--- config.mk ---
export PLATFORM = sky130hd
export DESIGN_NAME = uart_rx_multi
export DESIGN_NICKNAME = d
export VERILOG_FILES = /design/src/rtl/uart_pkg.sv /design/src/rtl/uart_baud_tick.sv /design/src/rtl/uart_rx_multi.sv
export SDC_FILE = /design/constraint.sdc
export NUM_CORES = 1
export LEC_CHECK = 0
export ABC_AREA = 1
export ABC_CLOCK_PERIOD_IN_PS = 2550
export CAP_MARGIN = 0
export CELL_PAD_IN_SITES_DETAIL_PLACEMENT = 1
export CELL_PAD_IN_SITES_GLOBAL_PLACEMENT = 2
export CORE_MARGIN = 2
export CORE_UTILIZATION = 39
export DETAILED_ROUTE_END_ITERATION = 10
export DONT_BUFFER_PORTS = 1
export GPL_TIMING_DRIVEN = 0
export PLACE_DENSITY = 0.84
export REMOVE_ABC_BUFFERS = 1
export SLEW_MARGIN = 10
export SYNTH_ARGS = -nofsm -noshare
export SYNTH_HDL_FRONTEND = slang
export SYNTH_SLANG_ARGS = --single-unit
export TNS_END_PERCENT = 10
--- constraint.sdc ---
create_clock -name clock -period 2.55 [get_ports clock]
set_input_delay 0.51 -clock clock [delete_from_list [all_inputs] [get_ports clock]]
set_output_delay 0.51 -clock clock [all_outputs]
set_load 0.01 [all_outputs]
--- src/rtl/uart_pkg.sv ---
// Shared types and helpers for the oversampling UART receiver/transmitter pair.
package uart_pkg;

  localparam logic [1:0] PARITY_NONE = 2'd0;
  localparam logic [1:0] PARITY_EVEN = 2'd1;
  localparam logic [1:0] PARITY_ODD  = 2'd2;

  typedef enum logic [2:0] {
    IDLE,
    START,
    DATA,
    PARITY,
    STOP1,
    STOP2,
    BRK_WAIT
  } uart_state_e;

  // Frame configuration captured at start detect so mid-frame input changes are ignored.
  typedef struct packed {
    logic [1:0] parity_mode;
    logic       stop_bits;
  } uart_cfg_t;

  // Per-frame status reported alongside data_out.
  typedef struct packed {
    logic parity_error;
    logic framing_error;
    logic brk;
  } uart_flags_t;

  function automatic logic maj3(input logic a, input logic b, input logic c);
    return (a & b) | (a & c) | (b & c);
  endfunction

  // Mode 3 is reserved and behaves as no parity.
  function automatic logic parity_en(input logic [1:0] m);
    return (m == PARITY_EVEN) || (m == PARITY_ODD);
  endfunction

endpackage

--- src/rtl/uart_baud_tick.sv ---
// Oversample tick generator: one tick every prescaler_max+1 clocks.
// restart re-phases the counter and captures prescaler_max for the coming frame.
module uart_baud_tick #(
  parameter int PRESCALER_WIDTH = 16
)(
  input  logic                       clock,
  input  logic                       reset,
  input  logic                       restart,
  input  logic [PRESCALER_WIDTH-1:0] prescaler_max,
  output logic                       tick
);

  logic [PRESCALER_WIDTH-1:0] cnt_q;
  logic [PRESCALER_WIDTH-1:0] pmax_q;

  // >= rather than == so a counter can never run past the wrap value.
  assign tick = (cnt_q >= pmax_q);

  // Prescaler counter; wraps on tick, re-phased and reloaded on restart.
  always_ff @(posedge clock or negedge reset) begin
    if (!reset) begin
      cnt_q  <= '0;
      pmax_q <= '0;
    end else if (restart) begin
      cnt_q  <= '0;
      pmax_q <= prescaler_max;
    end else if (tick) begin
      cnt_q  <= '0;
    end else begin
      cnt_q  <= cnt_q + 1'b1;
    end
  end

endmodule

--- src/rtl/uart_rx_multi.sv ---
// Oversampling UART receiver: 3-sample majority per bit, 5..9 data bits,
// runtime parity and stop-bit count, parity/framing/break reporting.
module uart_rx_multi
  import uart_pkg::*;
#(
  parameter int DATA_BITS       = 8,
  parameter int OVERSAMPLE      = 16,
  parameter int PRESCALER_WIDTH = 16,
  parameter int SYNC_STAGES     = 2
)(
  input  logic                       clock,
  input  logic                       reset,
  input  logic [PRESCALER_WIDTH-1:0] prescaler_max,
  input  logic [1:0]                 parity_mode,
  input  logic                       stop_bits,
  input  logic                       signal_in,
  output logic                       we_out,
  output logic [DATA_BITS-1:0]       data_out,
  output logic                       parity_error,
  output logic                       framing_error,
  output logic                       break_out,
  output logic                       busy
);

  localparam int SCW = $clog2(OVERSAMPLE);
  localparam int IW  = $clog2(DATA_BITS);
  localparam int MID = OVERSAMPLE / 2;

  localparam logic [SCW-1:0] SC_S0   = SCW'(MID - 1);
  localparam logic [SCW-1:0] SC_S1   = SCW'(MID);
  localparam logic [SCW-1:0] SC_MP   = SCW'(MID + 1);
  localparam logic [SCW-1:0] SC_LAST = SCW'(OVERSAMPLE - 1);
  localparam logic [IW-1:0]  IDX_LAST = IW'(DATA_BITS - 1);

  // Synchroniser and a fill marker so the reset value of the chain is never
  // mistaken for a real idle line.
  logic [SYNC_STAGES-1:0] sync_q;
  logic [SYNC_STAGES:0]   vld_pipe;
  logic                   s;
  logic                   armed_q;

  uart_state_e          state_q, state_d;
  uart_cfg_t            cfg_q;
  logic [SCW-1:0]       sc_q;
  logic [IW-1:0]        idx_q;
  logic [1:0]           smp_q;
  logic [DATA_BITS-1:0] data_q;
  logic                 pbit_q;

  logic        tick;
  logic        mp;
  logic        wrap;
  logic        vote;
  logic        par_en;
  logic        par_err;
  logic        counting;
  logic        start_det;
  logic        frame_end;
  uart_flags_t flags_d;

  assign s        = sync_q[SYNC_STAGES-1];
  assign mp       = tick && (sc_q == SC_MP);
  assign wrap     = tick && (sc_q == SC_LAST);
  assign vote     = maj3(smp_q[0], smp_q[1], s);
  assign par_en   = parity_en(cfg_q.parity_mode);
  assign par_err  = par_en && ((^data_q ^ pbit_q) != (cfg_q.parity_mode == PARITY_ODD));
  assign counting = (state_q != IDLE) && (state_q != BRK_WAIT);

  uart_baud_tick #(
    .PRESCALER_WIDTH(PRESCALER_WIDTH)
  ) u_tick (
    .clock         (clock),
    .reset         (reset),
    .restart       (start_det),
    .prescaler_max (prescaler_max),
    .tick          (tick)
  );

  // Line synchroniser; arming waits for a genuine 1 after reset release.
  always_ff @(posedge clock or negedge reset) begin
    if (!reset) begin
      sync_q   <= '1;
      vld_pipe <= '0;
      armed_q  <= 1'b0;
    end else begin
      sync_q   <= {sync_q[SYNC_STAGES-2:0], signal_in};
      vld_pipe <= {vld_pipe[SYNC_STAGES-1:0], 1'b1};
      armed_q  <= armed_q | (vld_pipe[SYNC_STAGES] & s);
    end
  end

  // State register.
  always_ff @(posedge clock or negedge reset) begin
    if (!reset) state_q <= IDLE;
    else        state_q <= state_d;
  end

  // Next-state logic; frames end at the last stop bit's majority point.
  always_comb begin
    state_d = state_q;
    case (state_q)
      IDLE:     if (start_det) state_d = START;
      START:    if (mp && vote) state_d = IDLE;
                else if (wrap)  state_d = DATA;
      DATA:     if (wrap && (idx_q == IDX_LAST)) state_d = par_en ? PARITY : STOP1;
      PARITY:   if (wrap) state_d = STOP1;
      STOP1:    if (frame_end) state_d = flags_d.brk ? BRK_WAIT : IDLE;
                else if (wrap) state_d = STOP2;
      STOP2:    if (frame_end) state_d = IDLE;
      BRK_WAIT: if (tick && s) state_d = IDLE;
      default:  state_d = IDLE;
    endcase
  end

  // Decoded per-state outputs: start detect, frame end and the frame's flags.
  always_comb begin
    busy      = (state_q != IDLE);
    start_det = 1'b0;
    frame_end = 1'b0;
    flags_d   = '0;
    case (state_q)
      IDLE: start_det = tick && armed_q && !s;
      STOP1: begin
        if (mp && (!cfg_q.stop_bits || !vote)) begin
          frame_end             = 1'b1;
          flags_d.framing_error = !vote;
          flags_d.brk           = !vote && (data_q == '0) && !(par_en && pbit_q);
        end
      end
      STOP2: begin
        if (mp) begin
          frame_end             = 1'b1;
          flags_d.framing_error = !vote;
        end
      end
      default: ;
    endcase
    flags_d.parity_error = frame_end && par_err;
  end

  // Bit timing, sample capture and data/parity shift.
  always_ff @(posedge clock or negedge reset) begin
    if (!reset) begin
      cfg_q  <= '0;
      sc_q   <= '0;
      idx_q  <= '0;
      smp_q  <= '0;
      data_q <= '0;
      pbit_q <= 1'b0;
    end else begin
      if (start_det) begin
        sc_q              <= SCW'(1);
        cfg_q.parity_mode <= parity_mode;
        cfg_q.stop_bits   <= stop_bits;
        data_q            <= '0;
        pbit_q            <= 1'b0;
      end else if (tick && counting) begin
        sc_q <= (sc_q == SC_LAST) ? '0 : sc_q + 1'b1;
      end
      if (tick && (sc_q == SC_S0)) smp_q[0] <= s;
      if (tick && (sc_q == SC_S1)) smp_q[1] <= s;
      if (state_q == START)             idx_q <= '0;
      else if ((state_q == DATA) && wrap) idx_q <= idx_q + 1'b1;
      if ((state_q == DATA) && mp)   data_q[idx_q] <= vote;
      if ((state_q == PARITY) && mp) pbit_q <= vote;
    end
  end

  // Registered results: one-cycle we_out, data and flags held until next frame end.
  always_ff @(posedge clock or negedge reset) begin
    if (!reset) begin
      we_out        <= 1'b0;
      data_out      <= '0;
      parity_error  <= 1'b0;
      framing_error <= 1'b0;
      break_out     <= 1'b0;
    end else begin
      we_out <= frame_end;
      if (frame_end) begin
        data_out      <= data_q;
        parity_error  <= flags_d.parity_error;
        framing_error <= flags_d.framing_error;
        break_out     <= flags_d.brk;
      end
    end
  end

endmodule

==> summary by stage <==
Placement
Timing analysis after detailed placement gives a worst setup slack of -0.578 ns. The weighted congestion at the end of routability-driven global placement is 0.835. Once placement completed, the tool counted placed cells totaling 582. The number of buffer cells added on primary ports is 0.

Once detailed placement completed, the half-perimeter wirelength came to 5.78 mm.

Global routing
The number of antenna violations at the first check in global routing was 0. The pin count of the biggest net entering global routing is 75. Across every metal layer, demand over resource in global routing totals 16.4%. The first global-routing pass estimated 14.5 mm of wire. The number of global-route vias before repair was 3132. For this run the aggregate overflow at the end of global routing stands at 0.

STA
The final count of pins violating max slew is 0. Dividing the final minimum period by the clock period gives 91.7%. The worst setup margin is 0.212 ns. Adding up every negative setup slack in the final design gives 0 ns. For the finished layout, the period the worst path requires is 2.34 ns. The worst relative slew slack is 46.7%.

The final clock skew is 0.0128 ns. The total count of hold-check failures in the final report is 0. Static timing analysis puts the maximum clock frequency at 428 MHz. The final-report setup violation count is 0.

For the pin with the worst max-slew slack, the measured transition is 0.794 ns.

Power and ir drop
Per report_power, the clock group accounts for 39.6% of the total. The internal portion of the total power is 1.53 mW. The worst-case vdd ir drop is 0.000200 V. In this run switching power makes up 23.4% of total power. The power dissipated by switching net loads is 0.469 mW. The areal power density over the cells is 466 nW/µm². Sequential cells account for 58.9% of the total power. The analysis attributes to cell leakage a power of 2.08 nW.

Combinational cells account for 1.5% of the total power.

Setup path
In this design, the stage delay of the slowest critical-path cell is 0.44 ns. The worst setup path is launched from a register. Among all stages on the critical path, the largest delay is contributed by sky130_fd_sc_hd__dfrtp_1. The type of destination of the critical path is a register. In this design, the largest share of critical-path delay is due to simple AND/OR/NAND/NOR gates. The critical path contains buffers and inverters numbering 0 combined. The kind of critical path is register to register. By instance count, the cell type seen most on the critical path is sky130_fd_sc_hd__nand2_1. The signal on the critical path passes through ha_1 > a21oi_1 > o21ai_0 > a21oi_2 > nand2_8 > nand3_4 > nand2_1 > nand3_1 > nand2_1 > nand2_1 > nand2_1 > nand2_1. Along the worst path, the maximum fanout reaches 11.

The worst path required time is 2.83 ns. The data arrival time of the worst path is 2.62 ns.

Final layout
Counting the fill cells in the layout gives 1195. The number of antenna diodes in the final layout is 0. The area added between synthesis and finish is 10.9%. For this run, the post-layout net count is 517. The ratio of cells with drive above 1 in the final layout is 10.6%. After the flow finishes, the layout carries non-filler instances totaling 606.

Logic synthesis
The post-synthesis cell type count is 35. The mapped cell area is 3870 µm². The most area-hungry cell type in the Yosys netlist is sky130_fd_sc_hd__dfrtp_1. The number of instances in the synthesized netlist is 458. The mean instance size in the synthesized netlist is 8.46 µm². The count of warnings emitted by yosys is 0. In the post-synthesis netlist, the biggest area contributors are sky130_fd_sc_hd__dfrtp_1, sky130_fd_sc_hd__nand2_1, sky130_fd_sc_hd__ha_1, sky130_fd_sc_hd__inv_1, sky130_fd_sc_hd__o21ai_0. After synthesis, flip-flops and latches occupy 47.9% of the total area. After synthesis, the largest area contributor takes up 46.5% of total cell area. Synthesis inferred 74 register bits.

Die
The region available for standard cell placement spans 9730 µm². The floorplan step defined a die boundary enclosing 10700 µm². The die width is 104 µm.

In this run the count of I/O pins placed on the die edge is 35. The floorplan has 36 rows. The overall die height is 104 µm. Once the floorplan was initialized, standard cells occupied 39.8% of the core.

Routing
The via total after detailed routing is 2929. The via count normalized by instance count is 4.83. The final routed wire length divided by cell count is 13.6 µm. After detailed routing, the total wire length is 8.25 mm. The DRC violations left is 0.

The pre-antenna-repair detailed-routing pass consisted of 5 iterations. The DRC violation total after the first TritonRoute iteration is 120. In this run the remaining antenna-violating nets after routing total 0.

Clock tree
In this run the deepest clock path goes through 2 buffers. After clock tree synthesis, the clock-pin slew on the worst setup and hold paths is 0.08 ns. Clock latency on the worst-skew pair, taken at its later pin, is 0.35 ns. The number of buffers created by CTS is 9. CTS placed an instance of sky130_fd_sc_hd__clkbuf_8 at the clock tree root. The maximum level of the CTS H-tree is 3.

The total number of clock tree sinks is 74. The CTS tree is yes.

Run
The tool flagged a number of max-cap violations equal to 0.

Run status
The flow ran to the end, and the final reports show no timing, DRC or antenna violations.

Min path
The kind of path behind the tightest hold check is input port to async pin.
## metrics by stage
step | power [mW] | hold slack [ns] | util, % | cell area (µm²)
6_report | 2.00 | 0.0323 | 44.1 | 4300
2_1_floorplan | 1.20 | 0.214 | - | 3820
3_3_place_gp | 1.20 | 0.216 | 41.0 | 3990
4_1_cts | 2.04 | 0.0515 | 43.3 | 4210
5_1_grt | 2.10 | 0.0322 | 44.1 | 4300
3_5_place_dp | 1.21 | 0.216 | 41.0 | 3990
## power groups by stage
| stage | combinational [mW] | sequential [mW] | clock (mW) |
|---|---|---|---|
| floorplan | 0.00162 | 1.20 | 0 |
| global placement | 0.00178 | 1.20 | 0 |
| detailed placement | 0.00187 | 1.20 | 0 |
| CTS | 0.0314 | 1.18 | 0.830 |
| global route | 0.0345 | 1.18 | 0.883 |
| finish | 0.0293 | 1.18 | 0.794 |
## path summary, 6_finish.rpt
| path | slack, ns | start | endpoint | depth (start not counted) |
|---|---|---|---|---|
| max | 0.21 | u_tick.cnt_q[9] | state_q[0] | 12 |
| min | 0.03 | reset | u_tick.pmax_q[4] | 1 |
| max reg2reg | 0.21 | u_tick.cnt_q[9] | state_q[0] | 12 |
| min reg2reg | 0.36 | sync_q[0] | sync_q[1] | 0 |
| max in group asynchronous | 2.15 | reset | sync_q[1] | 1 |
| min in group clock | 0.16 | signal_in | sync_q[0] | 0 |
## cells in the final DEF, fill, tap and decap left out, types with 3 or more instances in the layout
cell,n
sky130_fd_sc_hd__nand2_1,118
sky130_fd_sc_hd__nand3_2,5
sky130_fd_sc_hd__a21oi_1,11
sky130_fd_sc_hd__xnor2_1,4
sky130_fd_sc_hd__clkbuf_8,9
sky130_fd_sc_hd__nand4_1,4
sky130_fd_sc_hd__nor3b_1,4
sky130_fd_sc_hd__o21ai_1,4
sky130_fd_sc_hd__ha_1,27
sky130_fd_sc_hd__clkinv_2,3
sky130_fd_sc_hd__inv_1,66
sky130_fd_sc_hd__nand3_1,16
sky130_fd_sc_hd__buf_4,5
sky130_fd_sc_hd__nor3_1,8
sky130_fd_sc_hd__nor2_4,4
sky130_fd_sc_hd__xor2_1,5
sky130_fd_sc_hd__nor2_1,25
sky130_fd_sc_hd__nor2_2,5
sky130_fd_sc_hd__o21ai_0,47
sky130_fd_sc_hd__dfrtp_1,72
## synth_stat cells
master,n
sky130_fd_sc_hd__xnor2_1,4
sky130_fd_sc_hd__nor3_2,3
sky130_fd_sc_hd__nor2_2,5
sky130_fd_sc_hd__nand4_1,4
sky130_fd_sc_hd__nand3_1,16
sky130_fd_sc_hd__inv_1,66
sky130_fd_sc_hd__nand3_2,6
sky130_fd_sc_hd__o22ai_1,2
sky130_fd_sc_hd__conb_1,1
sky130_fd_sc_hd__nand2_1,119
sky130_fd_sc_hd__nand2_2,2
sky130_fd_sc_hd__nand3b_1,1
sky130_fd_sc_hd__o21ai_0,47
sky130_fd_sc_hd__clkbuf_1,2
sky130_fd_sc_hd__nor2_1,25
sky130_fd_sc_hd__a211oi_1,1
sky130_fd_sc_hd__nor2_4,4
sky130_fd_sc_hd__buf_6,1
sky130_fd_sc_hd__a31oi_1,1
sky130_fd_sc_hd__nand2_4,1
sky130_fd_sc_hd__a21oi_1,12
sky130_fd_sc_hd__o211ai_1,1
sky130_fd_sc_hd__dfrtp_1,72
sky130_fd_sc_hd__and3_1,2
sky130_fd_sc_hd__ha_1,27
sky130_fd_sc_hd__inv_2,1
sky130_fd_sc_hd__buf_4,1
sky130_fd_sc_hd__or2_4,1
sky130_fd_sc_hd__nor3b_1,4
sky130_fd_sc_hd__o21ai_1,5
sky130_fd_sc_hd__xor2_1,5
sky130_fd_sc_hd__nor3_1,8
sky130_fd_sc_hd__o21a_1,1
sky130_fd_sc_hd__dfstp_2,2
sky130_fd_sc_hd__buf_2,5
## area by class of cell
class	instances	area (µm²)	area share, %
tap	133	166	3.87
clock buffer	11	131	3.06
inverter	67	256	5.97
timing repair buffer	6	65.1	1.51
clock inverter	5	31.3	0.728
multi-input combinational	310	1790	41.7
sequential	74	1850	43.2
## flip-flops by register name, indices dropped and copies added (netlist names), 4 cells and up
name           flops
data_q             8
data_out           8
u_tick.pmax_q     16
sc_q               4
u_tick.cnt_q      16
## layer usage
metal,up-vias,GRT usage [%],share of wire (%)
li1,1480,-,-
met3,11,4.03,3.7
met5,-,0,0
met4,0,5.89,1.4
met1,1405,19.5,45
met2,33,28.8,50
## timing repair
action                                 CTS  global route
setup endpoints to repair               46            26
endpoints found under the hold margin   74             0
pin swaps                                0             3
gates resized for setup                  6             5
cloned                                   0             2
hold buffers                             1             0
setup buffers                            0             5
## cell families (layout without fill, tap and decap cells)
| kind of cell | Yosys count | in the layout | share of synthesized area [%] |
|---|---|---|---|
| other | 1 | 1 | 0.0968 |
| DFF | 74 | 74 | 47.9 |
| adders and majority gates | 27 | 27 | 8.72 |
| buffers and inverters | 76 | 89 | 7.82 |
| xor gates and xnor gates | 9 | 9 | 2.03 |
| and+or+nand+nor | 201 | 203 | 24.1 |
| AOI/OAI and AO/OA | 70 | 70 | 9.33 |
(Power assumes the default switching activity.)
